**config.mk**
```make
export PLATFORM = sky130hd
export DESIGN_NAME = led_arbiter
export DESIGN_NICKNAME = d
export VERILOG_FILES = /design/src/rtl/led_arbiter.sv
export SDC_FILE = /design/constraint.sdc
export NUM_CORES = 1
export LEC_CHECK = 0
export BUFFER_PORTS_ARGS = -buffer_cell sky130_fd_sc_hd__buf_2
export CELL_PAD_IN_SITES_DETAIL_PLACEMENT = 1
export CELL_PAD_IN_SITES_GLOBAL_PLACEMENT = 1
export CORE_ASPECT_RATIO = 1.25
export CORE_MARGIN = 3
export CORE_UTILIZATION = 44
export CTS_CLUSTER_SIZE = 12
export DETAILED_ROUTE_END_ITERATION = 7
export PLACE_DENSITY_LB_ADDON = 0.15
export REMOVE_ABC_BUFFERS = 1
export SLEW_MARGIN = 10
export SYNTH_ARGS = -nofsm -noshare
export SYNTH_HDL_FRONTEND = slang
export SYNTH_SLANG_ARGS = --single-unit
```
**constraint.sdc**
```tcl
create_clock -name clk -period 8.15 [get_ports clk]
set_input_delay 0.4075 -clock clk [delete_from_list [all_inputs] [get_ports clk]]
set_output_delay 0.4075 -clock clk [all_outputs]
set_load 0.02 [all_outputs]
```
**src/rtl/led_arbiter.sv**
```systemverilog
// led_arbiter: round-robin LED pattern arbiter with dwell time and urgent pre-emption
module led_arbiter #(
  parameter int          NUM_REQ      = 4,
  parameter logic [23:0] DWELL        = 24'd8388608,
  parameter logic [7:0]  IDLE_PATTERN = 8'h00
) (
  input  logic                   clk,
  input  logic                   rst,
  input  logic [NUM_REQ-1:0]     req,
  input  logic [NUM_REQ-1:0]     urgent,
  input  logic [8*NUM_REQ-1:0]   pattern,
  output logic [7:0]             led,
  output logic [NUM_REQ-1:0]     grant,
  output logic                   busy
);
  localparam int LW = NUM_REQ > 1 ? $clog2(NUM_REQ) : 1;
  localparam logic [LW-1:0] LAST_MAX = LW'(NUM_REQ - 1);
  typedef enum logic {IDLE, HOLD} state_t;
  state_t state, state_d;
  logic [LW-1:0] last, last_d, win, start;
  logic [23:0] cnt, cnt_d;
  logic [NUM_REQ-1:0] urg_req, cand, hot;
  logic found;
  int idx;
  assign urg_req = req & urgent;
  assign cand = |urg_req ? urg_req : req;
  assign start = last == LAST_MAX ? '0 : last + 1'b1;
  assign hot = NUM_REQ'(1) << last;
  // first candidate at or after start, wrapping by explicit compare
  always_comb begin
    found = 1'b0;
    win = start;
    idx = 0;
    for (int k = 0; k < NUM_REQ; k++) begin
      idx = int'(start) + k >= NUM_REQ ? int'(start) + k - NUM_REQ : int'(start) + k;
      if (!found && cand[idx]) begin
        found = 1'b1;
        win = LW'(idx);
      end
    end
  end
  // next grant, dwell count and state; in HOLD, last is the granted index
  always_comb begin
    state_d = state;
    last_d = last;
    cnt_d = cnt == 24'd0 ? 24'd0 : cnt - 24'd1;
    if (state == IDLE) begin
      if (found) begin
        state_d = HOLD;
        last_d = win;
        cnt_d = DWELL - 24'd1;
      end
    end else if (!req[last]) begin
      state_d = found ? HOLD : IDLE;
      last_d = found ? win : last;
      cnt_d = found ? DWELL - 24'd1 : 24'd0;
    end else if ((!urgent[last] && |(urg_req & ~hot)) || (cnt == 24'd0 && |(cand & ~hot))) begin
      last_d = win;
      cnt_d = DWELL - 24'd1;
    end
  end
  // state and registered outputs all update on the same edge
  always_ff @(posedge clk) begin
    if (rst) begin
      state <= IDLE;
      last  <= LAST_MAX;
      cnt   <= 24'd0;
      grant <= '0;
      led   <= IDLE_PATTERN;
      busy  <= 1'b0;
    end else begin
      state <= state_d;
      last  <= last_d;
      cnt   <= cnt_d;
      grant <= state_d == HOLD ? NUM_REQ'(1) << last_d : '0;
      led   <= state_d == HOLD ? pattern[8*int'(last_d) +: 8] : IDLE_PATTERN;
      busy  <= state_d == HOLD;
    end
  end
endmodule
```
# == Word level (Yosys, flattened, before mapping) ==
# Index checks and enable logic that the tools add are counted.
# totals
mem_bits_ro,0
mem_bits_rw,0
out_inout_bits,13
memories,0
input_bits,42
latch_bits,0
regBits,39
# op_classes
eq_ne,1
multipliers,0
n_lt_le_gt_ge,9
n_reduce_logical,15
addsub,9
shift,3
n_div,0
bitwise,5
n_mux,43
# ops
cell,n
less-than comparator 32 x 4 -> 1 bit (second input constant),4
2-to-1 mux 32 bit,4
2-to-1 mux 24 bit,5
greater-or-equal comparator 32 x 4 -> 1 bit (second input constant),3
subtractor 32 x 4 -> 32 bit (second input constant),3
indexed part select 32 x 6 -> 8 bit,1
logical NOT 24 bit,1
subtractor 24 x 1 -> 24 bit (second input constant),1
2-to-1 mux 23 bit,1
2-to-1 mux 2 bit,9
2-to-1 mux 1 bit,17
bitwise AND 4 bit,3
binary-select mux 1 bit (select 2 bit),6
OR reduction 4 bit,3
left shift 1 x 2 -> 4 bit (first input constant),2
adder 2 x 2 -> 3 bit (second input constant),2
logical AND 1 bit,5
logical NOT 1 bit,4
2-to-1 mux 4 bit,1
inverter 4 bit,1
subtractor 2 x 3 -> 4 bit (second input constant),1
adder 2 x 1 -> 3 bit (second input constant),1
greater-or-equal comparator 2 x 3 -> 1 bit (second input constant),1
less-than comparator 2 x 3 -> 1 bit (second input constant),1
5 further kinds,5

# == Logic depth before layout (Yosys ltp) ==
# Gate-level depths: netlist of run 1.
# logic_depth
word_depth,22
mapped_depth,12
depth_no_buf,10

# == Worst setup path before layout of run 1 ==
# Ideal clock, no wire load.
# synth_path
path_kind,register to register
from,register cnt[19]
to,register led[0]
arrival_time_ns,2.641
slack_ns,5.430
setup_time_ns,0.079
n_path_buf,2
stages_incl_launch_ff,11
synth_period_minus_slack_ns,2.720
cell_sequence,dfxtp_1 > or3_4 > or4b_4 > nor4_4 > buf_4 > a211oi_2 > mux2i_1 > nor3_2 > buf_6 > nand3_2 > o221ai_2
# synth_between
elab_chain_len,7
# synth_lines
element,line,rtl
"start, declared",21,"logic [23:0] cnt, cnt_d;"
"start signal, assigned",74,cnt <= cnt_d;
logical NOT 24 bit,57,end else if ((!urgent[last] && |(urg_req & ~hot)) || (cnt == 24'd0 && |(cand & ~hot))) begin
logical AND 1 bit,57,
logical OR 1 bit,57,
2-to-1 mux 2 bit,57,
2-to-1 mux 2 bit,53,end else if (!req[last]) begin
2-to-1 mux 2 bit,47,if (state == IDLE) begin
indexed part select 32 x 6 -> 8 bit,76,led <= state_d == HOLD ? pattern[8*int'(last_d) +: 8] : IDLE_PATTERN;
"end signal, assigned",76,
"end, declared",12,"output logic [7:0] led,"
# Every way passes these cells.
# A chain may end at the register's enable or synchronous reset.

# == Worst setup path after layout of run 1 ==
# layout_path
from,register cnt[19]
to,register led[4]
# The elaborated chain is that of the path after synthesis.

==> results of run 1 <==
routing by layer:
layer  track usage (%)  share of wire [%]  routed length, um
met1              24.9                 42               2730
met2              35.3                 53               3470
met3              4.10                4.1                268
met4              5.79               0.90                 59
met5                 0                  0                  0
cell usage after synthesis, types with 2 or more instances:
| cell | instances | area [um^2] |
|---|---|---|
| nand3_1 | 2 | 10.0 |
| a21o_1 | 9 | 67.6 |
| o22ai_1 | 2 | 12.5 |
| ha_1 | 6 | 75.1 |
| inv_1 | 11 | 41.3 |
| a22oi_1 | 2 | 15.0 |
| mux2i_1 | 9 | 90.1 |
| nor2b_1 | 3 | 18.8 |
| dfxtp_1 | 39 | 781 |
| nor4_1 | 4 | 25.0 |
| o221ai_2 | 8 | 120 |
| nor3_1 | 8 | 40.0 |
| or3_1 | 4 | 25.0 |
| buf_6 | 2 | 22.5 |
| o41ai_1 | 3 | 26.3 |
| nand2b_1 | 3 | 18.8 |
| nand2_1 | 40 | 150 |
| nand3_2 | 8 | 80.1 |
| or4_1 | 3 | 22.5 |
| a31oi_1 | 2 | 12.5 |
| o21ai_0 | 11 | 55.1 |
| or2_2 | 3 | 18.8 |
| a221oi_1 | 6 | 52.6 |
| mux4_2 | 2 | 45.0 |
| and2_1 | 4 | 25.0 |
| nor2_1 | 15 | 56.3 |
| xor2_1 | 14 | 123 |
| o221ai_1 | 2 | 17.5 |
| a21oi_1 | 18 | 90.1 |
| xnor2_1 | 5 | 43.8 |
| o211a_1 | 5 | 50.1 |
| nand3b_1 | 4 | 30.0 |
| buf_4 | 3 | 22.5 |
| a32oi_1 | 2 | 17.5 |
| clkbuf_1 | 14 | 52.6 |
tightest hold or removal path: stages:
cell and delay, ns:
buf_2 0.08, nand3_2 0.05, o221ai_2 0.05
per-stage QoR:
step                      total power, uW  instances  util [%]  hold WS (ns)
after floorplan                       481        277         -         0.486
after global placement                563        398      51.4         0.556
after detailed placement              572        398      51.4         0.562
after CTS                             735        406      53.5         0.331
after global routing                  779        406      53.5         0.337
final                                 725        406      53.5         0.337
state kept, by name (all words and copies together), names as in the netlist:
name   flops
led        8
state      1
cnt       24
grant      4
last       2
where the power goes:
| part | internal, uW | switching, uW |
|---|---|---|
| Combinational | 126 | 182 |
| Clock | 91.2 | 69.1 |
| Sequential | 229 | 28.4 |
| Total | 446 | 279 |
area by class of cell:
class	count	area [um^2]
fill	693	2580
multi-input combinational	227	1660
sequential	39	781
timing repair buffer	57	293
tap	64	80.1
clock buffer	5	68.8
clock inverter	3	43.8
inverter	11	41.3
worst paths after layout:
path | from | to | slack [ns] | cells after the start
worst min-delay path | pattern[17] | led[1] | 0.34 | 3
worst min register to register | cnt[18] | cnt[18] | 0.57 | 3
worst max-delay path | cnt[19] | led[4] | 4.28 | 8
worst max register to register | cnt[19] | led[4] | 4.28 | 8
cell families after synthesis:
| kind of cell | synth area share, % |
|---|---|
| muxes | 5.78 |
| buffers and inverters | 5.39 |
| and+or+nand+nor | 23.4 |
| AOI/OAI and AO/OA | 25.8 |
| DFF | 30.3 |
| xor gates and xnor gates | 6.46 |
| adders and majority gates | 2.92 |
cells in the final DEF (no fill, tap or decap), types with 5 or more instances in the layout:
cell type / instances
nor3_1: 8
o21ai_0: 11
a21o_1: 9
nand3_2: 8
a221oi_1: 6
mux2i_1: 9
nand2_1: 40
xnor2_1: 5
xor2_1: 14
a21oi_1: 18
inv_1: 11
o211a_1: 5
nor2_1: 15
clkbuf_8: 5
buf_2: 54
dfxtp_1: 39
o221ai_2: 8
ha_1: 6
==> impl_metrics.py, run 1 <==
metrics = {
    "clock_tree": {
        "clkSinkCount": 39,
        "htreeDepth": 2,
        "cts_root_buf": "clkbuf_8",
        "cts_tree": "built",
        "cts_resized": 0,
        "post-cts-setup-buffers": 0,
        "clk_latency_ns": 0.29,
        "clkTransAtPathRegs_ns": 0.08,
        "clk_path_buf_depth": 2,
        "cts_hold_buf": 0,
        "cts-buffers-inserted": 5,
    },
    "worst_setup_path": {
        "worstPathCellList": "or3_4 -> or4b_4 -> nor4_4 -> a21o_4 -> o21ai_4 -> o22ai_4 -> mux2i_1 -> o221ai_2",
        "worstSetupStartpointType": "register",
        "cp_top_family": "simple AND/OR/NAND/NOR gates",
        "crit_arrival_ns": 4.00,
        "path_class": "reg -> reg",
        "cp_slowest_stage_delay_ns": 0.86,
        "end_kind": "register",
        "crit_required_ns": 8.28,
        "worst-path-max-fanout": 29,
        "crit_slowest_cell": "o22ai_4",
        "path_buf_inv": 0,
    },
    "run_status": {
        "outcome": "complete, no violations",
    },
    "sta": {
        "rsz0062_at_grt": "no",
        "clock_skew_ns": 0.00712,
        "setup_tns_ns": 0,
        "max_freq_ghz": 0.259,
        "slew_violations": 0,
        "maxSlewHeadroom_pct": 29.4,
        "min_period_ns": 3.87,
        "setup-violations-final": 0,
        "worstMarginPinSlew_ns": 1.06,
        "finalHoldViolations": 0,
        "period_share_pct": 47.5,
        "worst_slack_ns": 4.28,
    },
    "final_layout": {
        "drive_gt1_share_pct": 28.9,
        "areaGrowthSynthToFinish_pct": 15.4,
        "finalInstanceArea_mm2": 0.00297,
        "nets": 389,
        "diodes": 0,
    },
    "logic_synthesis": {
        "async_reset_ff_share_pct": 0,
        "yosysSeqAreaShare_pct": 30.3,
        "synth-edff-count": 0,
        "synthFlopType": "dfxtp_1",
        "synth_area_mm2": 0.00257,
        "avgSynthCellArea_um2": 8.70,
        "netlist_instances": 296,
        "synth_cell_types": 55,
        "ys_ff_latch": 39,
        "ys.warnings.count": 0,
    },
    "floorplanning": {
        "dieArea_mm2": 0.00681,
        "placementRows": 30,
        "die_w_um": 74.4,
        "core-area_mm2": 0.00556,
        "io_pins": 55,
        "fp.dieH_um": 91.5,
        "initial_core_util_pct": 46.4,
    },
    "place": {
        "dp_hpwl_um": 4940,
        "dpl_cell_area_mm2": 0.00286,
        "portBuffers": 54,
        "place_ws_ns": 4.25,
        "place.gp.congestion": 0.839,
    },
    "detailed_routing": {
        "vias": 2334,
        "drt-vias-per-instance": 5.75,
        "first_iter_violations": 78,
        "wl_um": 6530,
        "antenna_left": 0,
        "dr.pass1.iters": 4,
        "route.detailed.drc": 0,
        "routedWlPerCell_um": 16.1,
    },
    "run": {
        "drv_cap": 0,
    },
    "power": {
        "p_leak_uw": 0.00135,
        "irDropWorstVdd_mv": 0.123,
        "power_density_mw_per_mm2": 244,
    },
    "global_route": {
        "grt_max_degree": 30,
        "track_usage_pct": 20.4,
        "overflow": 0,
        "antenna_found_initial": 0,
        "grt_pass1_vias": 2420,
        "grt_pass1_wl_um": 11100,
    },
    "worst_hold_path": {
        "worstHoldPathType": "in -> reg",
    },
}
(Power assumes the default switching activity.)
==> inputs of run 2 (changes only) <==
- CORE_UTILIZATION: 44 -> 37
- clock period: 8.15 -> 3.25 ns (I/O delays scaled with it)
==> run 2 against run 1 <==
Via count grew 2.8%. Die area is 17% higher. Sequential power rose by 150%. Worst setup slack lost 3.9 ns. Cell count is 7.1% higher. Final area rose by 2.1%. Global-route usage shrank 2.5 points. Critical path depth increased by 1. Clock skew about the same. Routed wire length up 4.2%. Combinational power rose to 2.7 times the previous value. Flip-flop and latch count unchanged.
==> impl_metrics.py, run 2 (same netlist as run 1, synthesis figures left out) <==
metrics = {
    "run_status": {
        "outcome": "complete, no violations",
    },
    "clock_tree": {
        "post-cts-setup-buffers": 0,
        "cts_root_buf": "clkbuf_8",
        "htreeDepth": 2,
        "cts_hold_buf": 0,
        "clkSinkCount": 39,
        "clkTransAtPathRegs_ns": 0.08,
        "cts-buffers-inserted": 5,
        "clk_latency_ns": 0.30,
        "cts_resized": 0,
        "cts_tree": "built",
        "clk_path_buf_depth": 2,
    },
    "place": {
        "dpl_cell_area_mm2": 0.00294,
        "place.gp.congestion": 0.808,
        "portBuffers": 54,
        "dp_hpwl_um": 5110,
    },
    "power": {
        "power_density_mw_per_mm2": 589,
        "p_leak_uw": 0.00136,
        "irDropWorstVdd_mv": 0.272,
    },
    "detailed_routing": {
        "wl_um": 6810,
        "drt-vias-per-instance": 5.52,
        "first_iter_violations": 92,
        "route.detailed.drc": 0,
        "antenna_left": 0,
        "dr.pass1.iters": 5,
        "routedWlPerCell_um": 15.7,
        "vias": 2400,
    },
    "worst_setup_path": {
        "worstPathCellList": "or3_4 -> or4b_4 -> nor4_4 -> a21o_4 -> o21ai_4 -> o22ai_4 -> buf_12 -> mux2i_1 -> o221ai_2",
        "worstSetupStartpointType": "register",
        "end_kind": "register",
        "crit_arrival_ns": 3.05,
        "cp_slowest_stage_delay_ns": 0.54,
        "worst-path-max-fanout": 29,
        "crit_required_ns": 3.43,
        "crit_slowest_cell": "or4b_4",
        "path_class": "reg -> reg",
    },
    "final_layout": {
        "largest_reg_flops": 24,
        "areaGrowthSynthToFinish_pct": 17.8,
        "nets": 395,
        "largest_register": "cnt",
        "diodes": 0,
        "finalInstanceArea_mm2": 0.00303,
        "multiInputGateArea_mm2": 0.00166,
        "final_common_cell": "buf_2",
        "most-common-layout-cells": "54 x buf_2, 40 x nand2_1, 39 x dfxtp_1",
        "num-fill-cells": 824,
        "drive_gt1_share_pct": 30.2,
        "reg_top3": "cnt x24, led x8, grant x4",
        "seqCellArea_um2": 781,
    },
    "floorplanning": {
        "core-area_mm2": 0.00665,
        "dieArea_mm2": 0.00800,
        "io_pins": 55,
        "initial_core_util_pct": 38.7,
        "fp.dieH_um": 99.3,
        "die_w_um": 80.6,
        "placementRows": 33,
    },
    "sta": {
        "hold-worst-slack_ns": 0.0832,
        "max_freq_ghz": 0.349,
        "finalHoldViolations": 0,
        "maxSlewHeadroom_pct": 53.0,
        "setup-violations-final": 0,
        "min_period_ns": 2.87,
        "period_share_pct": 88.3,
        "clock_skew_ns": 0.00747,
        "slew_violations": 0,
        "worstMarginPinSlew_ns": 0.696,
        "rsz0062_at_grt": "no",
    },
    "global_route": {
        "overflow": 0,
        "track_usage_pct": 17.9,
        "grt_pass1_vias": 2408,
        "grt_max_degree": 30,
        "antenna_found_initial": 0,
        "grt_pass1_wl_um": 11500,
    },
    "worst_hold_path": {
        "worstHoldPathType": "in -> reg",
    },
    "run": {
        "drv_cap": 0,
    },
}
## run 2: path summary, 6_finish.rpt
kind,startpoint,end,depth (start not counted),slack [ns]
worst max-delay path,cnt[19],led[4],9,0.38
worst min-delay path,pattern[22],led[6],3,0.08
worst max register to register,cnt[19],led[4],9,0.38
worst min register to register,cnt[21],cnt[21],3,0.58
## run 2: layout make-up
type / instances / share of cell area (%)
timing repair buffer: 63 / 11.6
clock inverter: 3 / 0.660
multi-input combinational: 227 / 54.8
inverter: 11 / 1.36
clock buffer: 5 / 2.27
tap: 87 / 3.59
sequential: 39 / 25.7
## run 2: critical path: cells and delay by family (launching register included)
family	cells	cell delay [ns]
compound gates	4	0.65
buf+inv	1	0.23
flops	1	0.35
mux	1	0.24
simple gates	3	1.27
## run 2: stage by stage
step | worst slack, ns | TNS (ns) | utilization [%] | instances | total power, uW
detailed placement | 0.388 | 0 | 44.3 | 427 | 1470
global route | 0.171 | 0 | 45.6 | 435 | 1920
CTS | 0.376 | 0 | 45.6 | 435 | 1810
floorplan | -0.488 | -4.78 | - | 277 | 1210
global placement | 0.439 | 0 | 44.3 | 427 | 1450
finish | 0.381 | 0 | 45.6 | 435 | 1790
## run 2: power by group
part | switching, uW | total (uW) | internal [uW] | leakage (uW)
Combinational | 472 | 820 | 347 | 0.000998
Clock | 187 | 337 | 150 | 0.0000402
Sequential | 57.4 | 631 | 573 | 0.000326
## run 2: per-layer routing
layer | up-vias | track usage [%] | wire (um)
met4 | 0 | 5.59 | 110
met5 | - | 0 | 0
li1 | 1186 | - | -
met3 | 11 | 3.62 | 252
met1 | 1159 | 22.5 | 3040
met2 | 44 | 30.5 | 3410
